**config.mk**
```make
export PLATFORM = sky130hd
export DESIGN_NAME = tile_scheduler
export DESIGN_NICKNAME = d
export VERILOG_FILES = /design/src/rtl/tile_scheduler.sv
export SDC_FILE = /design/constraint.sdc
export NUM_CORES = 1
export LEC_CHECK = 0
export ABC_AREA = 1
export ABC_CLOCK_PERIOD_IN_PS = 7700
export CAP_MARGIN = 5
export CORE_ASPECT_RATIO = 0.6
export CORE_UTILIZATION = 35
export CTS_BUF_LIST = sky130_fd_sc_hd__clkbuf_8
export CTS_CLUSTER_SIZE = 25
export DETAILED_ROUTE_END_ITERATION = 10
export PLACE_DENSITY = 0.56
export SYNTH_ARGS = -nofsm -noshare
export SYNTH_HDL_FRONTEND = slang
export SYNTH_SLANG_ARGS = --single-unit
```
**constraint.sdc**
```tcl
create_clock -name clk -period 7.7 [get_ports clk]
set_input_delay 0.77 -clock clk [delete_from_list [all_inputs] [get_ports clk]]
set_output_delay 0.77 -clock clk [all_outputs]
set_load 0.1 [all_outputs]
```
**src/rtl/tile_scheduler.sv**
```systemverilog
// -----------------------------------------------------------------------------
// tile_scheduler
//
// Walks a full output feature map in raster-ordered tiles and, for each tile,
// derives the input window (origin, height, width) that a tile_reader must
// fetch, accounting for kernel halo, stride and top/left padding. The reader is
// launched once per tile and the scheduler waits for its done pulse before it
// moves on. A downstream ready gate (tile_ready) keeps tiles from being issued
// faster than the compute core can take them.
//
// Optional build macro: TILE_SCHED_PERF_EN
//   When defined, adds perf_stall_cycles / perf_tile_count counters and ports.
//
// Ports:
//   clk, rst_n                      clock, asynchronous active-low reset
//   start                           one-cycle layer start (ignored while busy)
//   cfg_img_h/w, cfg_base_addr      input map description, latched and passed
//                                   through to the reader
//   cfg_out_h/w                     output map dimensions
//   cfg_tile_out_h/w                nominal output tile dimensions (nonzero)
//   cfg_kernel, cfg_stride, cfg_pad kernel size K, stride S (0 means 1), pad P
//   tile_ready                      downstream core can accept a new tile
//   rd_done                         reader finished the current tile
//   rd_start / tile_start           one-cycle launch pulse for the current tile
//   rd_img_h/w, rd_base_addr        latched pass-through configuration
//   rd_tile_in_row/col              signed input window origin
//   rd_tile_in_h/w                  input window dimensions
//   tile_out_row/col                output origin of the current tile
//   tile_out_h/w                    edge-truncated output tile dimensions
//   busy                            high from accepted start until done
//   done                            one-cycle pulse when the layer completes
//   perf_stall_cycles (opt)         cycles spent waiting for tile_ready
//   perf_tile_count   (opt)         tiles issued in the current layer
// -----------------------------------------------------------------------------
module tile_scheduler #(
    parameter int ADDR_W = 32,
    parameter int DIM_W  = 16
) (
    input  logic                    clk,
    input  logic                    rst_n,
    input  logic                    start,
    input  logic [DIM_W-1:0]        cfg_img_h,
    input  logic [DIM_W-1:0]        cfg_img_w,
    input  logic [ADDR_W-1:0]       cfg_base_addr,
    input  logic [DIM_W-1:0]        cfg_out_h,
    input  logic [DIM_W-1:0]        cfg_out_w,
    input  logic [DIM_W-1:0]        cfg_tile_out_h,
    input  logic [DIM_W-1:0]        cfg_tile_out_w,
    input  logic [3:0]              cfg_kernel,
    input  logic [1:0]              cfg_stride,
    input  logic [3:0]              cfg_pad,
    input  logic                    tile_ready,
    input  logic                    rd_done,
    output logic                    rd_start,
    output logic [DIM_W-1:0]        rd_img_h,
    output logic [DIM_W-1:0]        rd_img_w,
    output logic [ADDR_W-1:0]       rd_base_addr,
    output logic signed [DIM_W:0]   rd_tile_in_row,
    output logic signed [DIM_W:0]   rd_tile_in_col,
    output logic [DIM_W-1:0]        rd_tile_in_h,
    output logic [DIM_W-1:0]        rd_tile_in_w,
    output logic [DIM_W-1:0]        tile_out_row,
    output logic [DIM_W-1:0]        tile_out_col,
    output logic [DIM_W-1:0]        tile_out_h,
    output logic [DIM_W-1:0]        tile_out_w,
    output logic                    tile_start,
`ifdef TILE_SCHED_PERF_EN
    output logic [31:0]             perf_stall_cycles,
    output logic [DIM_W-1:0]        perf_tile_count,
`endif
    output logic                    busy,
    output logic                    done
);

    // Geometry arithmetic width: wide enough that out_row*S (S <= 3) and the
    // subtraction of P cannot wrap before the final truncation.
    localparam int WW = DIM_W + 2;

    typedef enum logic [2:0] {
        S_IDLE,
        S_SETUP,
        S_ISSUE,
        S_WAIT,
        S_ADVANCE,
        S_FINISH
    } state_t;

    state_t state_q, state_d;

    // Latched layer configuration.
    logic [DIM_W-1:0] out_h_q, out_w_q;
    logic [DIM_W-1:0] tile_h_q, tile_w_q;
    logic [3:0]       kernel_q, pad_q;
    logic [1:0]       stride_q;

    // Raster position of the next tile to set up.
    logic [DIM_W-1:0] out_row_q, out_col_q;

    // FSM strobes.
    logic accept, load_geom, fire;

    // Tile geometry derived from the current raster position.
    logic [DIM_W-1:0] rows_left, cols_left, eff_h, eff_w;
    logic [WW-1:0]    stride_w, kernel_w, pad_w, row_w, col_w;

    // Raster advance.
    logic [DIM_W:0]   col_next, row_next;
    logic             wrap_col, last_tile;

    // -------------------------------------------------------------------------
    // Geometry of the tile at (out_row_q, out_col_q). Only registered in SETUP,
    // where out_row_q < out_h_q and out_col_q < out_w_q always hold, so the
    // remaining-extent subtractions cannot underflow there.
    // -------------------------------------------------------------------------
    always_comb begin
        rows_left = out_h_q - out_row_q;
        cols_left = out_w_q - out_col_q;
        eff_h     = (tile_h_q < rows_left) ? tile_h_q : rows_left;
        eff_w     = (tile_w_q < cols_left) ? tile_w_q : cols_left;
        stride_w  = WW'(stride_q);
        kernel_w  = WW'(kernel_q);
        pad_w     = WW'(pad_q);
        row_w     = WW'(out_row_q);
        col_w     = WW'(out_col_q);
    end

    // Raster step uses the registered effective tile size of the tile just
    // completed; one extra bit keeps the end-of-map comparison from wrapping.
    always_comb begin
        col_next  = {1'b0, out_col_q} + {1'b0, tile_out_w};
        row_next  = {1'b0, out_row_q} + {1'b0, tile_out_h};
        wrap_col  = (col_next >= {1'b0, out_w_q});
        last_tile = wrap_col && (row_next >= {1'b0, out_h_q});
    end

    // -------------------------------------------------------------------------
    // FSM: state register
    // -------------------------------------------------------------------------
    always_ff @(posedge clk or negedge rst_n) begin
        if (!rst_n) begin
            state_q <= S_IDLE;
        end else begin
            state_q <= state_d;
        end
    end

    // -------------------------------------------------------------------------
    // FSM: next state and strobes
    // -------------------------------------------------------------------------
    // NOTE: every signal driven here gets a default before the case statement;
    // a path that leaves one unassigned would infer a latch.
    always_comb begin
        state_d   = state_q;
        accept    = 1'b0;
        load_geom = 1'b0;
        fire      = 1'b0;
        case (state_q)
            S_IDLE: begin
                if (start) begin
                    accept  = 1'b1;
                    state_d = (cfg_out_h == '0 || cfg_out_w == '0) ? S_FINISH : S_SETUP;
                end
            end
            S_SETUP: begin
                load_geom = 1'b1;
                state_d   = S_ISSUE;
            end
            S_ISSUE: begin
                if (tile_ready) begin
                    fire    = 1'b1;
                    state_d = S_WAIT;
                end
            end
            S_WAIT: begin
                if (rd_done) begin
                    state_d = S_ADVANCE;
                end
            end
            S_ADVANCE: begin
                state_d = last_tile ? S_FINISH : S_SETUP;
            end
            S_FINISH: begin
                state_d = S_IDLE;
            end
            default: begin
                state_d = S_IDLE;
            end
        endcase
    end

    // -------------------------------------------------------------------------
    // Datapath registers. The pass-through and geometry registers drive ports
    // directly, so they are all reset to keep every output at 0 under reset.
    // -------------------------------------------------------------------------
    // NOTE: sequential state uses non-blocking assignments only, so every
    // register samples the pre-edge values of its neighbours regardless of the
    // order of statements within this block.
    always_ff @(posedge clk or negedge rst_n) begin
        if (!rst_n) begin
            out_h_q        <= '0;
            out_w_q        <= '0;
            tile_h_q       <= '0;
            tile_w_q       <= '0;
            kernel_q       <= '0;
            pad_q          <= '0;
            stride_q       <= '0;
            out_row_q      <= '0;
            out_col_q      <= '0;
            rd_img_h       <= '0;
            rd_img_w       <= '0;
            rd_base_addr   <= '0;
            rd_tile_in_row <= '0;
            rd_tile_in_col <= '0;
            rd_tile_in_h   <= '0;
            rd_tile_in_w   <= '0;
            tile_out_row   <= '0;
            tile_out_col   <= '0;
            tile_out_h     <= '0;
            tile_out_w     <= '0;
            rd_start       <= 1'b0;
            tile_start     <= 1'b0;
            busy           <= 1'b0;
            done           <= 1'b0;
        end else begin
            if (accept) begin
                out_h_q      <= cfg_out_h;
                out_w_q      <= cfg_out_w;
                tile_h_q     <= cfg_tile_out_h;
                tile_w_q     <= cfg_tile_out_w;
                kernel_q     <= cfg_kernel;
                pad_q        <= cfg_pad;
                stride_q     <= (cfg_stride == 2'd0) ? 2'd1 : cfg_stride;
                rd_img_h     <= cfg_img_h;
                rd_img_w     <= cfg_img_w;
                rd_base_addr <= cfg_base_addr;
                out_row_q    <= '0;
                out_col_q    <= '0;
                busy         <= 1'b1;
            end else if (state_q == S_FINISH) begin
                busy <= 1'b0;
            end

            // Input window: origin = out*S - P (may be negative at the top/left
            // edge), extent = (eff-1)*S + K.
            if (load_geom) begin
                tile_out_row   <= out_row_q;
                tile_out_col   <= out_col_q;
                tile_out_h     <= eff_h;
                tile_out_w     <= eff_w;
                rd_tile_in_row <= (DIM_W+1)'(row_w * stride_w - pad_w);
                rd_tile_in_col <= (DIM_W+1)'(col_w * stride_w - pad_w);
                rd_tile_in_h   <= DIM_W'((WW'(eff_h) - WW'(1)) * stride_w + kernel_w);
                rd_tile_in_w   <= DIM_W'((WW'(eff_w) - WW'(1)) * stride_w + kernel_w);
            end

            if (state_q == S_ADVANCE) begin
                if (wrap_col) begin
                    out_col_q <= '0;
                    out_row_q <= row_next[DIM_W-1:0];
                end else begin
                    out_col_q <= col_next[DIM_W-1:0];
                end
            end

            rd_start   <= fire;
            tile_start <= fire;
            // Done is high during the FINISH cycle itself, so a start that
            // coincides with it lands outside IDLE and is dropped.
            done       <= (state_d == S_FINISH);
        end
    end

`ifdef TILE_SCHED_PERF_EN
    // -------------------------------------------------------------------------
    // Performance counters: cleared on an accepted start, saturating, and left
    // untouched after the layer completes so they can be read out afterwards.
    // -------------------------------------------------------------------------
    always_ff @(posedge clk or negedge rst_n) begin
        if (!rst_n) begin
            perf_stall_cycles <= '0;
            perf_tile_count   <= '0;
        end else if (accept) begin
            perf_stall_cycles <= '0;
            perf_tile_count   <= '0;
        end else begin
            if (state_q == S_ISSUE && !tile_ready && perf_stall_cycles != '1) begin
                perf_stall_cycles <= perf_stall_cycles + 32'd1;
            end
            if (fire && perf_tile_count != '1) begin
                perf_tile_count <= perf_tile_count + DIM_W'(1);
            end
        end
    end
`endif

endmodule
```
==> impl_results.md <==
* DR vias at 18810
* Worst slew pin tran at 1092 ps
* Post-DR vias/cell at 4.957
* Vias in the first global route at 17690
* Final instance area at 26020 sq um
* Critical path peak fanout at 12
* CP max stage cell: fa_1
* Final Non-Filler Cells at 3795
* Placer's final routability congestion estimate at 0.9463
* Cell area after synthesis at 20610 sq um
* Share of cells above drive strength 1 at 5.923%
* WL/cell at 19.16 um
* Clk buf depth at 3
* Mux contribution to synthesized area at 0%
* CTS root buf: clkbuf_8
* Ys async rst share at 100.0%
* Clk Latency, worst-skew pair at 660 ps
* CP Class: register to register
* Layout area overhead at 26.23%
* Post-synthesis compound-gate area fraction at 11.37%
* Number of synthesized register bits at 306
* Ys Warns at 0
* Fillers at 5759
* Adder-cell share of the synthesized area at 15.96%
* Rows at 68
* CP arrival at 7830 ps
* Post-DRT Antenna Nets at 0
* Post-Syn Instances at 2645
* Biggest regs: rd_base_addr: 32 flops, rd_tile_in_col: 17 flops, rd_tile_in_row: 17 flops
* HPWL Detailed at 56.79 mm
* Tcrit/Tclk final at 93.96%
* Final Critical Period at 7235 ps
* Reg clk slew, reported paths at 70 ps
* WP data required at 8300 ps
* Status: complete, but fails checks
* Cell variety after synth at 51
* Failing checks: design-rule violations
* Max Clock Freq at 138.2 MHz
* Most frequent cells in the layout: 784 x nand2_1, 370 x inv_1, 339 x clkdlybuf4s50_1, 298 x dfrtp_1, 229 x ha_1
* Die width at 315.3 um
* H-tree depth at 2
* Core area at 57860 sq um
* Mean Syn Cell Area at 7.794 sq um
* Cell mode on critical path: nor2_1
* Most flops, register: rd_base_addr
* CP peak stage delay at 500 ps
* Post-DP Area at 24820 sq um
* Slew margin rel. at 26.96%
* Max reg flops at 32
* Crit end category: register
* Seq/Total Area, Yosys at 37.14%
* Count of nets after finishing at 3378
* Placed Cells at 3692
* DRT Wirelength at 72.71 mm
* Worst Slack Setup Final at 465.2 ps
* Global-route wire length before repair at 108.9 mm
* Final Skew at 33.63 ps
* Xor-xnor portion of the synthesized cell area at 5.566%
* Post-synthesis simple-gate area fraction at 21.46%
* Antenna violations before repair at 3
* Initial core utilization at 35.63%
* Most common cell after layout, fill and taps aside: nand2_1
* Remaining global-route overflow at 0
* Synth Flop Type: dfrtp_1
* Largest net degree at the start of global routing at 141
* Number of enable flip-flop cells after synthesis at 0
* Die Area at 59910 sq um
* I/O Buffers at 340
* Num Clock Sinks at 306
* # setup viols final at 0
* Crit path launch type: register
* Final hold violation count at 0
* GRT Resource Usage Total at 23.90%
* Placement Setup Slack at 88.18 ps
* Drt pass-1 iters at 8
* Main combinational cell family by area after synthesis: simple AND/OR/NAND/NOR gates
* Setup TNS Final at 0 ps
* 1st-iter DRT viols at 1759
* Post-synth net total at 3039
* Max-cap viol count at 0
* Slew Viols, Final at 0
* CTS tree: done
* Die H at 190.0 um
* Hold Path Class: input port to asynchronous set/reset pin
* Num CTS Buffers at 53
* I/O pin count at 341
* # DRC at 22
[synthesized netlist by cell type (5+ instances only)]
library cell | number | area (sq um)
inv_1 | 357 | 1340
a31oi_1 | 8 | 50.05
ha_1 | 231 | 2890
a21oi_1 | 127 | 635.6
buf_1 | 8 | 30.03
fa_1 | 20 | 400.4
nand3_2 | 7 | 70.07
nor4_1 | 10 | 62.56
xor2_1 | 95 | 832.1
nand2_2 | 13 | 81.33
o21bai_1 | 20 | 150.1
nand2_1 | 785 | 2947
o22ai_1 | 16 | 100.1
clkbuf_1 | 69 | 259.0
o21ai_0 | 224 | 1121
dfrtp_1 | 306 | 7657
nand3_1 | 89 | 445.4
nor2_1 | 117 | 439.2
nand4_1 | 22 | 137.6
nand3b_1 | 5 | 37.54
xnor2_1 | 36 | 315.3
nor3_1 | 11 | 55.05
nor2_2 | 5 | 31.28
o31ai_1 | 9 | 67.56
[through the flow]
stage / utilization (%) / hold slack (ps)
floorplan: - / 468.1
global placement: 42.91 / 461.4
detailed placement: 42.91 / 463.6
CTS: 44.69 / 161.8
global route: 44.97 / 209.1
finish: 44.98 / 163.5
[cells by family (layout without fill, tap and decap cells)]
logic type | Yosys count | in the layout
XOR/XNOR | 131 | 131
flip-flops | 306 | 306
buffers and inverters | 450 | 827
other | 0 | 3
AO/OA/AOI/OAI | 430 | 430
AND/OR/NAND/NOR | 1077 | 1077
adder cells (fa/ha/maj) | 251 | 251
[repair_timing]
item | in CTS | in global routing
hold buffers | 0 | 0
setup endpoints to repair | 0 | 7
setup buffers | 0 | 7
gates resized for setup | 0 | 33
[worst max-delay path: cells and delay by family, from the launching register on]
kind / cells / cell delay [ps]
adder cells (fa/ha/maj): 4 / 1460
XOR/XNOR: 2 / 400
AO/OA/AOI/OAI: 12 / 2100
AND/OR/NAND/NOR: 20 / 2200
buffers and inverters: 5 / 510
flip-flops: 1 / 470
[worst paths after layout]
| path | start | to | slack (ps) | cells past startpoint |
|---|---|---|---|---|
| max in group asynchronous | rst_n | out_w_q[15]$_DFFE_PN0P_ | 5650 | 3 |
| min in group clk | rd_img_h[15]$_DFFE_PN0P_ | rd_img_h[15]$_DFFE_PN0P_ | 480 | 2 |
| worst max-delay path | out_row_q[8]$_DFF_PN0_ | rd_tile_in_h[14]$_DFFE_PN0P_ | 470 | 43 |
| worst max register to register | out_row_q[8]$_DFF_PN0_ | rd_tile_in_h[14]$_DFFE_PN0P_ | 470 | 43 |
| worst min-delay path | rst_n | rd_tile_in_row[13]$_DFFE_PN0P_ | 160 | 1 |
| worst min register to register | rd_img_h[15]$_DFFE_PN0P_ | rd_img_h[15]$_DFFE_PN0P_ | 480 | 2 |
[per-layer routing]
metal	GRT usage (%)	wire length [um]	vias to the layer above
li1	-	-	9174
met1	39.36	37890	8863
met2	29.45	26610	681
met3	6.529	6976	95
met4	4.998	1232	0
met5	0	0	-
[layout make-up]
cell class	instances	area [sq um]	area share [%]
antenna	3	7.507	0.02885
clock buffer	63	867.1	3.332
clock inverter	30	163.9	0.6299
inverter	361	1363	5.236
multi-input combinational	1889	11310	43.48
sequential	306	7667	29.46
tap	770	963.4	3.702
timing repair buffer	373	3676	14.13
Power is left out: the tool's default activity adds up to more than one toggle a clock period on the data nets, which glitch-free logic cannot reach.
